## src/rtl/duc_pkg.sv

```systemverilog
`default_nettype none
// ============================================================================
// Module      : duc_pkg
// Description : Shared constants and helpers for the DUC chain: settings
//               offsets, CIC geometry, unity scale value and the CIC gain
//               normalisation shift.
// Revision    : 1.0 - initial release
// ============================================================================
package duc_pkg;

  // Settings-bus offsets relative to BASE
  localparam logic [7:0] SR_PHASE_INC = 8'd0;
  localparam logic [7:0] SR_SCALE     = 8'd1;
  localparam logic [7:0] SR_RATE      = 8'd2;
  localparam logic [7:0] SR_SWAP      = 8'd3;

  // CIC geometry: stage count and internal bit growth
  localparam int CIC_N      = 4;
  localparam int CIC_GROWTH = 24;

  // Unity gain in the 18-bit signed scale register
  localparam int SCALE_ONE  = 16384;

  // Gain normalisation shift: 3 * ceil(log2 R), with rate 0 and 1 meaning R=1
  function automatic logic [4:0] cic_shift(input logic [7:0] rate);
    logic [8:0] r;
    logic [3:0] lg;
    r  = (rate <= 8'd1) ? 9'd1 : {1'b0, rate};
    lg = 4'd0;
    for (int i = 0; i < 8; i++) begin
      if ((9'd1 << i) < r) lg = 4'(i + 1);
    end
    return 5'(3 * lg);
  endfunction

endpackage
`default_nettype wire

```

## src/rtl/cic_interp.sv

```systemverilog
`default_nettype none
// ============================================================================
// Module      : cic_interp
// Description : One real channel of the CIC interpolator: comb section at
//               the input sample rate, zero-stuffing, registered integrator
//               cascade at the output rate, and shift/saturate output stage.
// Revision    : 1.0 - initial release
// ============================================================================
module cic_interp
  import duc_pkg::*;
#(
  parameter int WIDTH = 24
) (
  input  logic             clk,
  input  logic             rst_n,
  input  logic             flush,
  input  logic             comb_en,
  input  logic [WIDTH-1:0] din,
  input  logic [4:0]       shift,
  output logic [WIDTH-1:0] dout
);

  localparam int IW = WIDTH + CIC_GROWTH;

  logic signed [IW-1:0] comb_tap [CIC_N+1];
  logic signed [IW-1:0] comb_dly [CIC_N];
  logic signed [IW-1:0] comb_out;
  logic                 comb_vld;
  logic signed [IW-1:0] integ [CIC_N];
  logic signed [IW-1:0] integ_in;
  logic signed [IW-1:0] shifted;
  logic                 ovf;
  logic [WIDTH-1:0]     sat_val;

  // Comb chain is combinational; each stage subtracts its own previous input
  assign comb_tap[0] = {{CIC_GROWTH{din[WIDTH-1]}}, din};

  for (genvar k = 0; k < CIC_N; k++) begin : g_comb
    assign comb_tap[k+1] = comb_tap[k] - comb_dly[k];
  end

  // Comb section advances once per input sample and latches the difference
  always_ff @(posedge clk or negedge rst_n) begin
    if (!rst_n) begin
      for (int k = 0; k < CIC_N; k++) comb_dly[k] <= '0;
      comb_out <= '0;
      comb_vld <= 1'b0;
    end else if (flush) begin
      for (int k = 0; k < CIC_N; k++) comb_dly[k] <= '0;
      comb_out <= '0;
      comb_vld <= 1'b0;
    end else begin
      comb_vld <= comb_en;
      if (comb_en) begin
        for (int k = 0; k < CIC_N; k++) comb_dly[k] <= comb_tap[k];
        comb_out <= comb_tap[CIC_N];
      end
    end
  end

  // Zero-stuffing: the comb result enters the integrators for one cycle only
  assign integ_in = comb_vld ? comb_out : '0;

  // Integrator cascade runs every cycle and wraps modulo 2^IW
  always_ff @(posedge clk or negedge rst_n) begin
    if (!rst_n) begin
      for (int k = 0; k < CIC_N; k++) integ[k] <= '0;
    end else if (flush) begin
      for (int k = 0; k < CIC_N; k++) integ[k] <= '0;
    end else begin
      integ[0] <= integ[0] + integ_in;
      for (int k = 1; k < CIC_N; k++) integ[k] <= integ[k] + integ[k-1];
    end
  end

  // Remove the R^(N-1) gain and clamp to the output width
  assign shifted = integ[CIC_N-1] >>> shift;
  assign ovf     = (shifted[IW-1:WIDTH-1] != {(IW-WIDTH+1){shifted[IW-1]}});
  assign sat_val = ovf ? {shifted[IW-1], {(WIDTH-1){~shifted[IW-1]}}}
                       : shifted[WIDTH-1:0];

  // Registered output stage
  always_ff @(posedge clk or negedge rst_n) begin
    if (!rst_n)     dout <= '0;
    else if (flush) dout <= '0;
    else            dout <= sat_val;
  end

endmodule
`default_nettype wire

```

## src/rtl/duc_chain.sv

```systemverilog
`default_nettype none
// ============================================================================
// Module      : duc_chain
// Description : TX digital up-conversion chain: settings registers, sample
//               strober, 18-bit complex scaling, two CIC interpolators and a
//               phase-aligned NCO phase export.
//               Optional build macro DUC_SWAP_IQ_EN adds the I/Q swap
//               register at BASE+3.
// Revision    : 1.0 - initial release
// ============================================================================
module duc_chain
  import duc_pkg::*;
#(
  parameter int BASE  = 0,
  parameter int WIDTH = 24
) (
  input  logic             clk,
  input  logic             rst_n,
  input  logic             clr,
  input  logic             set_stb,
  input  logic [7:0]       set_addr,
  input  logic [31:0]      set_data,
  input  logic [31:0]      sample,
  input  logic             run,
  output logic             strobe,
  output logic [WIDTH-1:0] tx_fe_i,
  output logic [WIDTH-1:0] tx_fe_q,
  output logic [23:0]      phase_out
);

  localparam int                LAT     = 7;
  localparam int                SH      = 30 - WIDTH;
  localparam logic signed [33:0] RND    = 34'sd1 <<< (29 - WIDTH);
  localparam logic [7:0]        A_PHASE = 8'(BASE) + SR_PHASE_INC;
  localparam logic [7:0]        A_SCALE = 8'(BASE) + SR_SCALE;
  localparam logic [7:0]        A_RATE  = 8'(BASE) + SR_RATE;
`ifdef DUC_SWAP_IQ_EN
  localparam logic [7:0]        A_SWAP  = 8'(BASE) + SR_SWAP;
`endif

  logic [31:0]        phase_inc;
  logic signed [17:0] scale;
  logic [7:0]         rate;
`ifdef DUC_SWAP_IQ_EN
  logic               swap_iq;
`endif

  logic               flush;
  logic [7:0]         cnt;
  logic [7:0]         reload;
  logic               stb;
  logic               stb_d;
  logic signed [15:0] in_i, in_q;
  logic signed [33:0] prod_i, prod_q;
  logic [WIDTH-1:0]   scaled_i, scaled_q;
  logic [4:0]         shift;
  logic [31:0]        phase;
  logic [23:0]        phase_dly [LAT];

  // Round, shift down to WIDTH bits and saturate a scaled product
  function automatic logic [WIDTH-1:0] scale_sat(input logic signed [33:0] p);
    logic signed [33:0] r;
    r = (p + RND) >>> SH;
    if (r[33:WIDTH-1] != {(35-WIDTH){r[33]}})
      scale_sat = {r[33], {(WIDTH-1){~r[33]}}};
    else
      scale_sat = r[WIDTH-1:0];
  endfunction

  assign flush = ~run | clr;

  // Settings registers; only reset clears them, clr leaves them alone
  always_ff @(posedge clk or negedge rst_n) begin
    if (!rst_n) begin
      phase_inc <= '0;
      scale     <= '0;
      rate      <= '0;
`ifdef DUC_SWAP_IQ_EN
      swap_iq   <= 1'b0;
`endif
    end else if (set_stb) begin
      if (set_addr == A_PHASE) phase_inc <= set_data;
      if (set_addr == A_SCALE) scale     <= set_data[17:0];
      if (set_addr == A_RATE)  rate      <= set_data[7:0];
`ifdef DUC_SWAP_IQ_EN
      if (set_addr == A_SWAP)  swap_iq   <= set_data[0];
`endif
    end
  end

  // Strober: fires whenever the down-counter sits at zero; held low in reset
  assign reload = (rate <= 8'd1) ? 8'd0 : rate - 8'd1;
  assign stb    = run & ~clr & rst_n & (cnt == 8'd0);
  assign strobe = stb;

  // Down-counter reloads R-1 on each strobe, so the current rate applies there
  always_ff @(posedge clk or negedge rst_n) begin
    if (!rst_n)            cnt <= '0;
    else if (flush)        cnt <= '0;
    else if (cnt == 8'd0)  cnt <= reload;
    else                   cnt <= cnt - 8'd1;
  end

`ifdef DUC_SWAP_IQ_EN
  assign in_i = swap_iq ? sample[15:0]  : sample[31:16];
  assign in_q = swap_iq ? sample[31:16] : sample[15:0];
`else
  assign in_i = sample[31:16];
  assign in_q = sample[15:0];
`endif

  assign prod_i = 34'(in_i) * 34'(scale);
  assign prod_q = 34'(in_q) * 34'(scale);

  // Scale stage captures a new sample on each strobe; stb_d drives the combs
  always_ff @(posedge clk or negedge rst_n) begin
    if (!rst_n) begin
      scaled_i <= '0;
      scaled_q <= '0;
      stb_d    <= 1'b0;
    end else if (flush) begin
      scaled_i <= '0;
      scaled_q <= '0;
      stb_d    <= 1'b0;
    end else begin
      stb_d <= stb;
      if (stb) begin
        scaled_i <= scale_sat(prod_i);
        scaled_q <= scale_sat(prod_q);
      end
    end
  end

  assign shift = cic_shift(rate);

  cic_interp #(.WIDTH(WIDTH)) u_cic_i (
    .clk     (clk),
    .rst_n   (rst_n),
    .flush   (flush),
    .comb_en (stb_d),
    .din     (scaled_i),
    .shift   (shift),
    .dout    (tx_fe_i)
  );

  cic_interp #(.WIDTH(WIDTH)) u_cic_q (
    .clk     (clk),
    .rst_n   (rst_n),
    .flush   (flush),
    .comb_en (stb_d),
    .din     (scaled_q),
    .shift   (shift),
    .dout    (tx_fe_q)
  );

  // NCO accumulator plus a delay line matching the sample datapath latency
  always_ff @(posedge clk or negedge rst_n) begin
    if (!rst_n) begin
      phase <= '0;
      for (int k = 0; k < LAT; k++) phase_dly[k] <= '0;
    end else if (flush) begin
      phase <= '0;
      for (int k = 0; k < LAT; k++) phase_dly[k] <= '0;
    end else begin
      phase        <= phase + phase_inc;
      phase_dly[0] <= phase[31:8];
      for (int k = 1; k < LAT; k++) phase_dly[k] <= phase_dly[k-1];
    end
  end

  assign phase_out = phase_dly[LAT-1];

endmodule
`default_nettype wire

```

## config.mk

```make
export PLATFORM = sky130hd
export DESIGN_NAME = duc_chain
export DESIGN_NICKNAME = d
export VERILOG_FILES = /design/src/rtl/duc_pkg.sv /design/src/rtl/cic_interp.sv /design/src/rtl/duc_chain.sv
export SDC_FILE = /design/constraint.sdc
export NUM_CORES = 2
export LEC_CHECK = 0
export ABC_CLOCK_PERIOD_IN_PS = 12000
export BUFFER_PORTS_ARGS = -buffer_cell sky130_fd_sc_hd__buf_2
export CAP_MARGIN = 30
export CORE_MARGIN = 5
export CORE_UTILIZATION = 25
export CTS_CLUSTER_DIAMETER = 100
export DETAILED_ROUTE_END_ITERATION = 16
export GPL_ROUTABILITY_DRIVEN = 0
export PLACE_DENSITY = 0.5
export SLEW_MARGIN = 0
export SYNTH_ARGS = -nofsm -noshare
export SYNTH_HDL_FRONTEND = slang
export SYNTH_SLANG_ARGS = --single-unit
```

## constraint.sdc

```tcl
create_clock -name clk -period 12 [get_ports clk]
set_input_delay 2.4 -clock clk [delete_from_list [all_inputs] [get_ports clk]]
set_output_delay 2.4 -clock clk [all_outputs]
set_load 0.005 [all_outputs]
```

==> impl_metrics.tcl <==
set metrics [dict create \
    overflow 0 \
    drv_cap 0 \
    min_path_type "reg2reg" \
    first_global_vias 78200 \
    drtIter0Drc 4224 \
    cp_max_fo 7 \
    slew_violations 0 \
    synth-main-ff-cell "dfrtp_1" \
    post-cts-setup-buffer-count 0 \
    final_cells 17100 \
    worst_pin_slew_ps 1080 \
    clock_skew_ps 68.3 \
    cts_tree "yes" \
    grt_util_all_layers_pct 12.5 \
    worstSetupEndpointType "flop" \
    synth_edf_count 0 \
    ctsResizeCount 0 \
    clock_latency_ps 850 \
    fp.coreArea_um2 413000 \
    vias 77600 \
    drc 0 \
    met1_length_mm 134 \
    syn_area_um2 104000 \
    syn_to_final_growth_pct 11.4 \
    critPathKind "reg2reg" \
    grt_antenna_before_repair 10 \
    fin_crit_sh_pct 88.9 \
    rsz0062_at_grt "no" \
    rows 236 \
    synth_largest_area_cell "dfrtp_1" \
    route.detailed.vias_per_inst 4.55 \
    outcome "complete, no violations" \
    path_buf_inv 3 \
    cts_made_buffers 154 \
    drive_gt1_share_pct 5.84 \
    yosys.cell_types.count 98 \
    ys_seq_area_share_pct 28.4 \
    hold_viol_final 0 \
    start_kind "flop" \
    wl_per_cell_um 15.8 \
    dr_wl_met2_mm 121 \
    h-tree-depth 4 \
    yosys_warnings 0 \
    grt_pass1_wl_mm 440 \
    avgSynthCellArea_um2 8.99 \
    grt_max_degree 155 \
    cts.sinks 1180 \
    fin_crit_ps 10670 \
    cp_top_family "compound AO/OA/AOI/OAI gates" \
    synthesis.nets 13100 \
    die_h_um 654 \
    cp.required_ps 12730 \
    detailed_place_hpwl_mm 203 \
    fmax_ghz 0.0937 \
    wl_mm 269 \
    max_slew_margin_pct 28.0 \
    nFillCells 44100 \
    cp_common_cell "a21oi_1" \
    cts.clk_slew.worst_paths_ps 60 \
    numPortBuffers 149 \
    boundaryPins 150 \
    yosys.area.top_type_share_pct 28.4 \
    crit_arrival_ps 11400 \
    die-area_um2 428000 \
    cpMaxStageDelayCell "o31ai_1" \
    fin_util_pct 28.0 \
    drt_first_pass_iters 8 \
    synth_seq_cells 1180 \
    max_stage_delay_ps 550 \
    synth_area_leaders "dfrtp_1 (28%), fa_1 (12%), ha_1 (11%)" \
    cts_buffer_depth 4 \
    ant_nets 0 \
    nets 13000 \
    highest_layer "met5" \
    whs_ps 437 \
    die_w_um 654 \
    setup_violations 0 \
    placedCellCount 16800 \
    wl_met3_mm 8.59 \
    tns_ps 0 \
    ctsHoldBuffers 0 \
    syn_inst 11500 \
    async_flop_share_pct 100 \
    initial_core_util_pct 25.1 \
    clk_root_buffer_cell "clkbuf_16" \
]
## cell usage after synthesis, types with 100 or more instances
master and instances:
dfrtp_1 1180, nor2_1 1127, inv_1 1125, nand2_1 913, ha_1 905, a21oi_1 745
fa_1 598, and2_1 559, o21ai_0 450, mux2i_1 446, xnor2_1 435, a21o_1 398
clkbuf_1 374, xor2_1 273, nand3_1 170, nor3_1 159, nand2b_1 139, o21a_1 112
o21bai_1 107, nor2b_1 100
## worst paths after layout
path	start	endpoint	slack, ps	depth (start not counted)
max	scaled_q[0]$_DFFE_PN0P_	u_cic_q.comb_out[47]$_DFFE_PN0P_	1330	48
min	phase_dly[131]$_DFF_PN0_	phase_dly[107]$_DFF_PN0_	440	1
max reg2reg	scaled_q[0]$_DFFE_PN0P_	u_cic_q.comb_out[47]$_DFFE_PN0P_	1330	48
min reg2reg	phase_dly[131]$_DFF_PN0_	phase_dly[107]$_DFF_PN0_	440	1
max in group asynchronous	rst_n	scale[16]$_DFFE_PN0P_	7610	5
min in group asynchronous	rst_n	u_cic_i.integ[137]$_DFF_PN0_	1490	1
## logic make-up (layout without fill, tap and decap cells)
family          after synthesis  in the layout  share of synthesized area (%)
simple gates               3474           3474                           15.7
compound gates             2530           2530                           15.9
buf+inv                    1607           1643                           5.97
fa+ha+maj                  1503           1503                           22.4
flops                      1180           1180                           28.4
xor+xnor                    709            709                           6.00
mux                         539            539                           5.48
other cells                   0              3                              0
## area by class of cell
cell class | count | area (µm²) | share of cell area [%]
clock inverter | 60 | 816 | 0.706
antenna | 3 | 7.51 | 0.00649
tap | 5474 | 6850 | 5.92
multi-input combinational | 8755 | 68200 | 59.0
timing repair buffer | 240 | 1560 | 1.35
clock buffer | 213 | 4370 | 3.78
inverter | 1130 | 4250 | 3.67
sequential | 1180 | 29500 | 25.6
## per-layer routing
metal  vias to the layer above  GRT usage (%)
li1                      39200              -
met1                     37000           17.7
met2                      1050           20.4
met3                       306           1.37
met4                         2           2.86
met5                         -              0
## per-stage QoR
stage               setup WS [ps]  instance area [µm²]
CTS                          1320               116000
detailed placement           1410               110000
global placement             1270               110000
finish                       1330               116000
global route                  271               116000
floorplan                    2570               104000
## layout by cell type (no fill, tap or decap), types with 99 or more instances in the layout
master and instances:
and2_1 559, xor2_1 272, o21ai_0 449, ha_1 904, nand2_1 913, a21o_1 398, dfrtp_1 1174, o21a_1 112
inv_1 1123, buf_2 150, nand3_1 170, nand2b_1 138, mux2i_1 446, o21bai_1 107, xnor2_1 434, clkbuf_16 154
nor2b_1 99, a21oi_1 743, nor2_1 1126, nor3_1 158, fa_1 597
## state kept, by name (all words and copies together) (netlist names)
name	flops
cnt	8
phase	32
phase_dly	144
phase_inc	32
phase_out	24
rate	8
scale	18
scaled_i	24
scaled_q	24
stb_d	1
u_cic_i.comb_dly	168
u_cic_i.comb_out	48
u_cic_i.comb_vld	1
u_cic_i.dout	24
u_cic_i.integ	192
u_cic_q.comb_dly	168
u_cic_q.comb_out	48
u_cic_q.dout	24
u_cic_q.integ	192
Power is left out: the tool's default activity adds up to more than one toggle a clock period on the data nets, which glitch-free logic cannot reach.
